$ cat config.mk
export PLATFORM = sky130hd
export DESIGN_NAME = twiddle_sequencer_flat
export DESIGN_NICKNAME = d
export VERILOG_FILES = /design/src/rtl/twiddle_sequencer_if.sv /design/src/rtl/twiddle_sequencer.sv /design/src/flat_wrapper.sv
export SDC_FILE = /design/constraint.sdc
export NUM_CORES = 1
export LEC_CHECK = 0
export ABC_CLOCK_PERIOD_IN_PS = 4900
export BUFFER_PORTS_ARGS = -buffer_cell sky130_fd_sc_hd__buf_2
export CAP_MARGIN = 25
export CORE_MARGIN = 2
export CORE_UTILIZATION = 30
export CTS_CLUSTER_SIZE = 16
export DETAILED_ROUTE_END_ITERATION = 6
export GPL_ROUTABILITY_DRIVEN = 0
export MAX_ROUTING_LAYER = met4
export SETUP_SLACK_MARGIN = 0.3
export SYNTH_ARGS = -nofsm -noshare
export SYNTH_HDL_FRONTEND = slang
export SYNTH_SLANG_ARGS = --single-unit
$ cat constraint.sdc
create_clock -name clk -period 4.9 [get_ports clk]
set_input_delay 0 -clock clk [delete_from_list [all_inputs] [get_ports clk]]
set_output_delay 0 -clock clk [all_outputs]
set_load 0.05 [all_outputs]
$ cat src/rtl/twiddle_sequencer_if.sv
// Twiddle stream bus: one beat of LANES twiddles with address/stage/butterfly tags.
interface twiddle_sequencer_if #(
    parameter int unsigned N     = 17,
    parameter int unsigned D     = 32,
    parameter int unsigned LANES = 1
);
    localparam int unsigned L = $clog2(D);

    logic                 out_valid;
    logic                 out_ready;
    logic [LANES*N-1:0]   psi;
    logic [LANES*L-1:0]   tw_addr;
    logic [L-1:0]         stage;
    logic [L-2:0]         bf_idx;
    logic                 last;

    modport master (
        output out_valid, psi, tw_addr, stage, bf_idx, last,
        input  out_ready
    );

    modport slave (
        input  out_valid, psi, tw_addr, stage, bf_idx, last,
        output out_ready
    );
endinterface

$ cat src/rtl/twiddle_sequencer.sv
// Streams the twiddle factors of a full D-point negacyclic NTT (forward CT) or
// INTT (inverse GS), LANES per beat, walking every stage and butterfly group.
// Tables hold psi^bitrev(i) and psi^-bitrev(i) mod Q, psi a primitive 2D-th root
// of unity derived from generator G of Z_Q*.
module twiddle_sequencer #(
    parameter int unsigned N     = 17,
    parameter int unsigned D     = 32,
    parameter int unsigned LANES = 1,
    parameter int unsigned Q     = 65537,
    parameter int unsigned G     = 3
) (
    input  logic clk,
    input  logic rst,
    input  logic start,
    input  logic inv,
    output logic busy,
    output logic done,
    twiddle_sequencer_if.master tw
);
    localparam int unsigned L    = $clog2(D);
    localparam int unsigned JW   = L - 1;
    localparam int unsigned HALF = D / 2;

    // Modular exponentiation by square-and-multiply, elaboration time only.
    function automatic logic [63:0] mod_pow(input logic [63:0] base, input logic [63:0] e);
        logic [63:0] r;
        logic [63:0] b;
        r = 64'd1;
        b = base % 64'(Q);
        for (int unsigned i = 0; i < 64; i++) begin
            if (e[i]) r = (r * b) % 64'(Q);
            b = (b * b) % 64'(Q);
        end
        return r;
    endfunction

    // Table in bit-reversed order: entry bitrev(k) holds root^k.
    function automatic logic [D*N-1:0] build_table(input logic [63:0] root);
        logic [D*N-1:0] t;
        logic [63:0]    acc;
        int unsigned    rev;
        t   = '0;
        acc = 64'd1;
        for (int unsigned k = 0; k < D; k++) begin
            rev = 0;
            for (int unsigned b = 0; b < L; b++) begin
                if (k[b]) rev[L-1-b] = 1'b1;
            end
            t[rev*N +: N] = N'(acc);
            acc = (acc * root) % 64'(Q);
        end
        return t;
    endfunction

    localparam logic [63:0]    PSI_ROOT      = mod_pow(64'(G), 64'((Q - 1) / (2 * D)));
    localparam logic [63:0]    PSI_INV_ROOT  = mod_pow(PSI_ROOT, 64'(2 * D - 1));
    localparam logic [D*N-1:0] PSI_TABLE     = build_table(PSI_ROOT);
    localparam logic [D*N-1:0] PSI_INV_TABLE = build_table(PSI_INV_ROOT);
    localparam logic [JW-1:0]  J_LAST        = JW'(HALF - LANES);
    localparam logic [L-1:0]   S_LAST        = L'(L - 1);

    typedef enum logic [1:0] {
        IDLE = 2'd0,
        RUN  = 2'd1,
        DONE = 2'd2
    } state_t;

    state_t             state_q, state_n;
    logic [L-1:0]       s_q, s_n;
    logic [JW-1:0]      j_q, j_n;
    logic               inv_q, inv_n;
    logic               valid_q, valid_n;
    logic               last_q, last_n;
    logic               busy_q, busy_n;
    logic               done_q, done_n;
    logic               load;
    logic [LANES*L-1:0] addr_q, addr_n;
    logic [LANES*N-1:0] psi_q, psi_n;
    logic [L-1:0]       jk_c;
    logic [L-1:0]       a_c;

    // State register.
    always_ff @(posedge clk) begin
        if (rst) state_q <= IDLE;
        else     state_q <= state_n;
    end

    // Next-state, beat counters and control outputs.
    always_comb begin
        state_n = state_q;
        s_n     = s_q;
        j_n     = j_q;
        inv_n   = inv_q;
        valid_n = valid_q;
        last_n  = last_q;
        busy_n  = busy_q;
        done_n  = 1'b0;
        load    = 1'b0;
        case (state_q)
            IDLE: begin
                busy_n = 1'b0;
                if (start) begin
                    state_n = RUN;
                    inv_n   = inv;
                    s_n     = '0;
                    j_n     = '0;
                    valid_n = 1'b1;
                    busy_n  = 1'b1;
                    load    = 1'b1;
                end
            end
            RUN: begin
                if (valid_q && tw.out_ready) begin
                    if (last_q) begin
                        state_n = DONE;
                        valid_n = 1'b0;
                        last_n  = 1'b0;
                        done_n  = 1'b1;
                    end else begin
                        load = 1'b1;
                        if (j_q == J_LAST) begin
                            j_n = '0;
                            s_n = s_q + L'(1);
                        end else begin
                            j_n = j_q + JW'(LANES);
                        end
                    end
                end
            end
            DONE: begin
                state_n = IDLE;
                busy_n  = 1'b0;
            end
            default: begin
                state_n = IDLE;
                valid_n = 1'b0;
                busy_n  = 1'b0;
            end
        endcase
        if (load) last_n = (s_n == S_LAST) && (j_n == J_LAST);
    end

    // Per-lane table address and twiddle lookup for the upcoming beat.
    always_comb begin
        addr_n = '0;
        psi_n  = '0;
        jk_c   = '0;
        a_c    = '0;
        for (int unsigned k = 0; k < LANES; k++) begin
            jk_c = L'(j_n) + L'(k);
            if (inv_n) a_c = L'(D >> (s_n + L'(1))) + (jk_c >> s_n);
            else       a_c = (L'(1) << s_n) + (jk_c >> (S_LAST - s_n));
            addr_n[k*L +: L] = a_c;
            psi_n[k*N +: N]  = inv_n ? PSI_INV_TABLE[a_c*N +: N] : PSI_TABLE[a_c*N +: N];
        end
    end

    // Beat and control registers; beat payload only changes on load so stalls hold it.
    always_ff @(posedge clk) begin
        if (rst) begin
            s_q     <= '0;
            j_q     <= '0;
            inv_q   <= 1'b0;
            valid_q <= 1'b0;
            last_q  <= 1'b0;
            busy_q  <= 1'b0;
            done_q  <= 1'b0;
            addr_q  <= '0;
            psi_q   <= '0;
        end else begin
            s_q     <= s_n;
            j_q     <= j_n;
            inv_q   <= inv_n;
            valid_q <= valid_n;
            last_q  <= last_n;
            busy_q  <= busy_n;
            done_q  <= done_n;
            if (load) begin
                addr_q <= addr_n;
                psi_q  <= psi_n;
            end
        end
    end

    assign tw.out_valid = valid_q;
    assign tw.psi       = psi_q;
    assign tw.tw_addr   = addr_q;
    assign tw.stage     = s_q;
    assign tw.bf_idx    = j_q;
    assign tw.last      = last_q;
    assign busy         = busy_q;
    assign done         = done_q;
endmodule

$ cat src/flat_wrapper.sv
// flat-port wrapper written by rule: the top's interface ports become plain ports
module twiddle_sequencer_flat 
#(
    parameter int unsigned N     = 17,
    parameter int unsigned D     = 32,
    parameter int unsigned LANES = 1,
    parameter int unsigned Q     = 65537,
    parameter int unsigned G     = 3
)
  (clk, rst, start, inv, busy, done, tw_out_valid, tw_psi, tw_tw_addr, tw_stage, tw_bf_idx, tw_last, tw_out_ready);
  twiddle_sequencer_if #(.N(N), .D(D), .LANES(LANES)) tw_i ();
  input  logic clk;
  input  logic rst;
  input  logic start;
  input  logic inv;
  output logic busy;
  output logic done;
  output wire logic [$bits(tw_i.out_valid)-1:0] tw_out_valid;
  output wire logic [$bits(tw_i.psi)-1:0] tw_psi;
  output wire logic [$bits(tw_i.tw_addr)-1:0] tw_tw_addr;
  output wire logic [$bits(tw_i.stage)-1:0] tw_stage;
  output wire logic [$bits(tw_i.bf_idx)-1:0] tw_bf_idx;
  output wire logic [$bits(tw_i.last)-1:0] tw_last;
  input wire logic [$bits(tw_i.out_ready)-1:0] tw_out_ready;
  assign tw_out_valid = tw_i.out_valid;
  assign tw_psi = tw_i.psi;
  assign tw_tw_addr = tw_i.tw_addr;
  assign tw_stage = tw_i.stage;
  assign tw_bf_idx = tw_i.bf_idx;
  assign tw_last = tw_i.last;
  assign tw_i.out_ready = tw_out_ready;
  twiddle_sequencer #(.N(N), .D(D), .LANES(LANES), .Q(Q), .G(G)) u_core (.clk(clk), .rst(rst), .start(start), .inv(inv), .busy(busy), .done(done), .tw(tw_i));
endmodule
==> flow_summary_export.csv, run 1 <==
group,metric,value,unit
sta,relSlewSlack,0.269,
sta,max_freq,211,MHz
yosys,yosys.area.top_type_share,0.195,
critical_path,cp-end-kind,"flip-flop",
floorplan,floorplan.initialDensity,0.304,
floorplan,die_h,116,microns
yosys,syn_area,3790,sq um
yosys,syn-instance-count,553,
drt,drc_errors,0,
yosys,ys_seq_area_frac,0.195,
cells_and_area,drive_gt1_frac,0.395,
yosys,synth_cell_types,76,
yosys,synth-main-ff-cell,"dfxtp_1",
placed_design,dpl-instance-area,4650,sq um
floorplan,num_rows,41,
floorplan,ios,40,
cts,numCtsBuffers,5,
yosys,syn_nets,572,
cts,clock-sinks,37,
critical_path,cp_top_family,"compound AO/OA/AOI/OAI gates",
critical_path,path_class,"flip-flop to flip-flop",
cts,clk_pin_slew,0.06,ns
cells_and_area,nets,681,
worst_hold_path,hold_class,"input pin to flip-flop",
global_route,grt_max_degree,39,
drt,drt_iter0_markers,691,
job,max_cap_viol_count,0,
yosys,yosys-top-cells-area,"dfxtp_1 20%, nor2_1 7.2%, nand2_1 6.3%, a21oi_1 5.9%, o21ai_0 5.2%",
pwr,peakVddDrop,136,uV
yosys,synth_edf_count,0,
critical_path,crit_buf_inv,2,
yosys,yosys-top-cells-count,"73 x nor2_1, 64 x nand2_1, 45 x a21oi_1",
floorplan,coreArea,12500,sq um
cells_and_area,n_antenna_cell,0,
cells_and_area,design_area,5620,sq um
yosys,syn_area_per_cell,6.85,sq um
global_route,grt-ovfl-total,0,
critical_path,arrival,4.90,ns
cts,clk_latency,0.28,ns
global_route,grt_pass1_wl,21.3,mm
sta,tightestPinTransition,1.10,ns
critical_path,cp.required,5.06,ns
yosys,async_flop_share,0,
yosys,yosysMostFrequentCell,"nor2_1",
drt,viasPerCell,5.77,
drt,ant_nets,0,
drt,vias,4815,
floorplan,die_x,116,microns
yosys,synth_top_cell_by_area,"dfxtp_1",
cells_and_area,area_growth,48.2,%
floorplan,die-area,13500,sq um
placed_design,io_buffers,38,
drt,routedWlPerCell,17.2,microns
sta,drv_slew,0,
cts,clockRootBuffer,"clkbuf_16",
global_route,grt_antenna_before_repair,0,
sta,fin_tns_setup,0,ns
sta,hold_viol_final,0,
cts,cts_tree,"done",
critical_path,slowest_stage,"or4_4",
cts,htreeDepth,2,
pwr,powerDensity,168,nW/um^2
run_status,status,"complete, no violations",
critical_path,crit_path_start_kind,"flip-flop",
global_route,grt_use_total,0.200,
pwr,p_leak,0.00235,uW
drt,drt_pre_antenna_iters,7,
sta,setup_violations,0,
placed_design,dp_hpwl,9.85,mm
drt,wirelength,14.4,mm
cts,ctsHoldBuffers,0,
sta,clock_skew,0.00767,ns
global_route,grt_pass1_vias,4213,
sta,min_period,4.74,ns
critical_path,cp_cell_sequence,"ha_4, nand4b_1, or4_4, mux2_4, a21oi_1, a21oi_1, o22a_1, a211oi_2, ha_2, inv_2, fa_2, xor2_4, a211oi_4, o21ba_4, buf_4, mux2i_1, a221o_1, mux2i_1, o221ai_1, a22oi_2, o31ai_1",
cts,clock_path_buffers,2,
yosys,ys_ff_latch,37,
sta,rsz0062_at_grt,"yes",
yosys,ys_warn_count,0,
sta,finalCritPeriodShare,0.966,
critical_path,slowest_delay,0.55,ns
critical_path,cp_max_fo,6,
[registers in the layout (all words and copies together), names as in the netlist]
register and flops:
u_core.tw.tw_addr 5, u_core.tw.stage 5, u_core.tw.psi 16, u_core.tw.last 1
u_core.inv_q 1, u_core.state_q 2, u_core.busy 1, u_core.tw.bf_idx 4
u_core.tw.out_valid 1, u_core.done 1
[worst paths after layout]
kind	slack [ns]	endpoint	cells after the start	start
worst max-delay path	0.16	u_core.tw.psi[14]	21	u_core.tw.stage[0]
worst min-delay path	0.1	u_core.state_q[1]	3	tw_out_ready
worst max register to register	0.16	u_core.tw.psi[14]	21	u_core.tw.stage[0]
worst min register to register	0.47	u_core.tw.psi[2]	2	u_core.tw.psi[2]
[cells in the final DEF, fill, tap and decap left out, drive strengths merged, types with 3 or more instances in the layout]
master / netlist / layout
and2: 5 / 5
or2: 4 / 4
nor4: 3 / 3
buf: 14 / 143
a22oi: 3 / 3
a311oi: 10 / 10
a21o: 5 / 5
o211ai: 12 / 12
inv: 15 / 16
o31ai: 7 / 7
o21a: 3 / 3
nand2b: 6 / 6
nor2b: 4 / 4
nand3b: 6 / 6
xor2: 6 / 6
a31oi: 7 / 7
dfxtp: 37 / 37
mux2i: 9 / 9
nor3: 28 / 28
and3: 5 / 5
or4: 3 / 3
nand4: 5 / 5
o311ai: 4 / 4
o21ai: 40 / 40
o41ai: 3 / 3
or3: 9 / 9
nand2: 64 / 64
a21oi: 45 / 45
o221ai: 4 / 4
nor2: 74 / 75
xnor2: 7 / 7
a32oi: 3 / 3
a211oi: 13 / 13
ha: 12 / 12
nor3b: 3 / 3
nand3: 15 / 15
clkbuf: 31 / 7
[routing by layer]
layer  wire length (microns)  GRT usage  share of wire
met4                     475     0.0563          0.033
met5                       0          -              0
met3                    1200     0.0296          0.084
met2                    6580      0.317           0.46
met1                    6090      0.266           0.42
[power breakdown]
part	internal, uW	switching, uW
logic	80.7	167
registers	316	12.3
clock network	241	128
[worst reg2reg max path, cell delays in order, from the launching register on]
cell and delay, ns:
dfxtp_4 0.35, ha_4 0.13, nand4b_1 0.15, or4_4 0.56, mux2_4 0.34, a21oi_1 0.16, a21oi_1 0.09, o22a_1 0.19
a211oi_2 0.21, ha_2 0.22, inv_2 0.04, fa_2 0.38, xor2_4 0.22, a211oi_4 0.21, o21ba_4 0.22, buf_4 0.14
mux2i_1 0.11, a221o_1 0.36, mux2i_1 0.14, o221ai_1 0.15, a22oi_2 0.18, o31ai_1 0.08
[per-stage QoR]
stage / hold slack (ns) / power, uW / instances / setup slack (ns) / utilization
5_1_grt: 0.126 / 987 / 835 / -0.0537 / 0.451
3_5_place_dp: 0.384 / 550 / 781 / -0.107 / 0.373
6_report: 0.0988 / 945 / 835 / 0.165 / 0.451
4_1_cts: 0.0943 / 923 / 793 / 0.276 / 0.397
3_3_place_gp: 0.378 / 550 / 781 / -0.0278 / 0.373
2_1_floorplan: 0.190 / 490 / 553 / 0.200 / -
[kinds of logic (layout without fill, tap and decap cells)]
family | Yosys count | after routing | share of synthesized area
adder cells (fa/ha/maj) | 14 | 14 | 0.0502
other | 1 | 1 | 0.000989
AND/OR/NAND/NOR | 240 | 241 | 0.314
multiplexers | 11 | 11 | 0.0307
buffers and inverters | 61 | 169 | 0.0670
flip-flops | 37 | 37 | 0.195
AO/OA/AOI/OAI | 176 | 177 | 0.311
XOR/XNOR | 13 | 13 | 0.0300
[final cells by class]
class	instances	area, sq um
Timing Repair Buffer	145	1080
Inverter	16	66.3
Clock buffer	5	125
Multi-Input combinational cell	457	3320
Tap cell	172	215
Clock inverter	3	45.0
Sequential cell	37	767
Fill cell	1198	6850
[repair_timing]
item,4_1_cts,5_1_grt
gates cloned,1,1
gates resized for setup,24,88
setup buffers,3,40
endpoints found under the setup margin,17,16
pin swaps,7,49
(Power assumes the default switching activity.)
==> run 2, diff against run 1 <==
Settings changed: SETUP_SLACK_MARGIN 0.3 to default.
==> run 2 against run 1 <==
  * Clock skew is 0.0021 ns lower
  * Critical path type unchanged
  * First-iteration DRC count is 11% lower
  * Highest routed layer unchanged
  * Critical endpoint is now u_core.tw.psi[4]
  * Register-to-register slack worse by 0.04 ns
==> flow_summary_export.csv, run 2 (synthesis results as in run 1) <==
group,metric,value,unit
run_status,status,"complete, no violations",
critical_path,cp_max_fo,12,
critical_path,crit_path_start_kind,"flip-flop",
sta,drv_slew,0,
sta,finalCritPeriodShare,0.974,
global_route,grt_antenna_before_repair,0,
critical_path,cp-end-kind,"flip-flop",
cells_and_area,mostFrequentLayoutCell,"buf_4",
global_route,use_met2,0.328,
floorplan,die_x,116,microns
placed_design,dpl-instance-area,4760,sq um
critical_path,arrival,4.96,ns
cells_and_area,design_area,5240,sq um
global_route,grt_pass1_vias,4421,
pwr,peakVddDrop,114,uV
placed_design,dp_hpwl,10.4,mm
critical_path,path_class,"flip-flop to flip-flop",
global_route,grt-ovfl-total,0,
floorplan,floorplan.initialDensity,0.304,
cells_and_area,layout_common_cells,"91 x buf_4, 69 x nor2_1, 64 x nand2_1, 42 x a21oi_1, 38 x buf_2",
placed_design,io_buffers,38,
global_route,grt_pass1_wl,22.1,mm
cts,clk_latency,0.28,ns
drt,routedWlPerCell,17.1,microns
global_route,grt_max_degree,39,
global_route,grtUsageMet1,0.267,
global_route,grt.busiest_layer,"met2",
critical_path,cp.required,5.09,ns
floorplan,num_rows,41,
cts,clockRootBuffer,"clkbuf_16",
cts,htreeDepth,2,
cells_and_area,multi_input_area,3050,sq um
cells_and_area,fillers,1255,
cells_and_area,largest_reg_flops,16,
floorplan,die_h,116,microns
pwr,p_leak,0.00224,uW
sta,relSlewSlack,0.402,
drt,ant_nets,0,
sta,setup_violations,0,
drt,viasPerCell,5.77,
floorplan,ios,40,
drt,vias,4752,
sta,hold_viol_final,0,
worst_hold_path,hold_class,"input pin to flip-flop",
sta,clock_skew,0.00556,ns
sta,tightestPinTransition,0.897,ns
cts,clock-sinks,37,
cells_and_area,drive_gt1_frac,0.324,
global_route,grt_use_total,0.208,
cells_and_area,area_growth,38.3,%
drt,drt_iter0_markers,614,
floorplan,die-area,13500,sq um
cells_and_area,n_antenna_cell,0,
cts,ctsHoldBuffers,0,
drt,drc_errors,0,
sta,max_freq,210,MHz
cts,clock_path_buffers,2,
job,max_cap_viol_count,0,
pwr,powerDensity,186,nW/um^2
cts,clk_pin_slew,0.06,ns
global_route,met3_usage,0.0358,
cts,cts_tree,"done",
sta,min_period,4.77,ns
cells_and_area,seq_area,762,sq um
cells_and_area,nets,669,
drt,drt_pre_antenna_iters,5,
critical_path,ff2ff_setup_slack,0.13,ns
cells_and_area,final_core_util,0.420,
floorplan,coreArea,12500,sq um
drt,wirelength,14.1,mm
cts,numCtsBuffers,5,
run 2: cell count changes in the layout (fill, tap and decap cells not counted), sizes merged:
| cell | before | now |
|---|---|---|
| buf | 143 | 134 |
| clkbuf | 7 | 6 |
| clkinvlp | 0 | 1 |
| clkinv | 2 | 0 |
| o21ba | 2 | 1 |
run 2: per-layer routing:
metal / share of wire / wire [microns]
met5: 0 / 0
met4: 0.037 / 514
met3: 0.077 / 1080
met2: 0.46 / 6410
met1: 0.43 / 6050
run 2: final timing paths:
| kind | start | to | cells past startpoint |
|---|---|---|---|
| worst max-delay path | u_core.tw.bf_idx[0] | u_core.tw.psi[4] | 24 |
| worst max register to register | u_core.tw.bf_idx[0] | u_core.tw.psi[4] | 24 |
| worst min register to register | u_core.tw.tw_addr[1] | u_core.tw.tw_addr[1] | 2 |
| worst min-delay path | tw_out_ready | u_core.state_q[1] | 3 |
run 2: critical path, stage by stage (launching register included):
cell      delay [ns]
dfxtp_4         0.36
ha_4            0.15
nand3_4         0.10
or4_4           0.50
and2_4          0.20
inv_4           0.07
buf_12          0.13
ha_4            0.17
o31ai_2         0.09
nor4_4          0.34
nor2_2          0.10
nor3_2          0.13
ha_2            0.22
inv_1           0.06
fa_2            0.36
inv_1           0.07
a21o_1          0.15
a21oi_4         0.08
a2111o_1        0.34
o41ai_4         0.08
buf_4           0.23
nor2_4          0.07
buf_4           0.14
a311o_1         0.27
a311oi_1        0.26
run 2: timing repair:
item                       in CTS  in global routing
gates cloned                    0                  1
setup endpoints to repair       9                 16
pin swaps                       0                 10
buffers inserted                0                 10
resized for setup               4                 47
run 2: area by class of cell:
class | instances | area share
Timing Repair Buffer | 134 | 0.182
Inverter | 16 | 0.0127
Multi-Input combinational cell | 456 | 0.582
Clock inverter | 2 | 0.00740
Sequential cell | 37 | 0.145
Clock buffer | 6 | 0.0286
Tap cell | 172 | 0.0411
run 2: power by group:
| part | total, uW | internal, uW | switching, uW |
|---|---|---|---|
| logic | 234 | 73.6 | 161 |
| registers | 327 | 316 | 10.8 |
| clock network | 412 | 273 | 139 |
| total | 974 | 663 | 311 |
run 2: per-stage QoR:
stage,TNS [ns],total power [uW],hold slack (ns),setup WS (ns),std cells
2_1_floorplan,0,489,0.191,0.00412,553
3_3_place_gp,-0.0142,555,0.388,-0.0113,804
3_5_place_dp,-0.0319,556,0.389,-0.0224,804
4_1_cts,0,970,0.0901,0.00245,812
5_1_grt,-0.661,1010,0.126,-0.0777,823
6_report,0,974,0.111,0.129,823
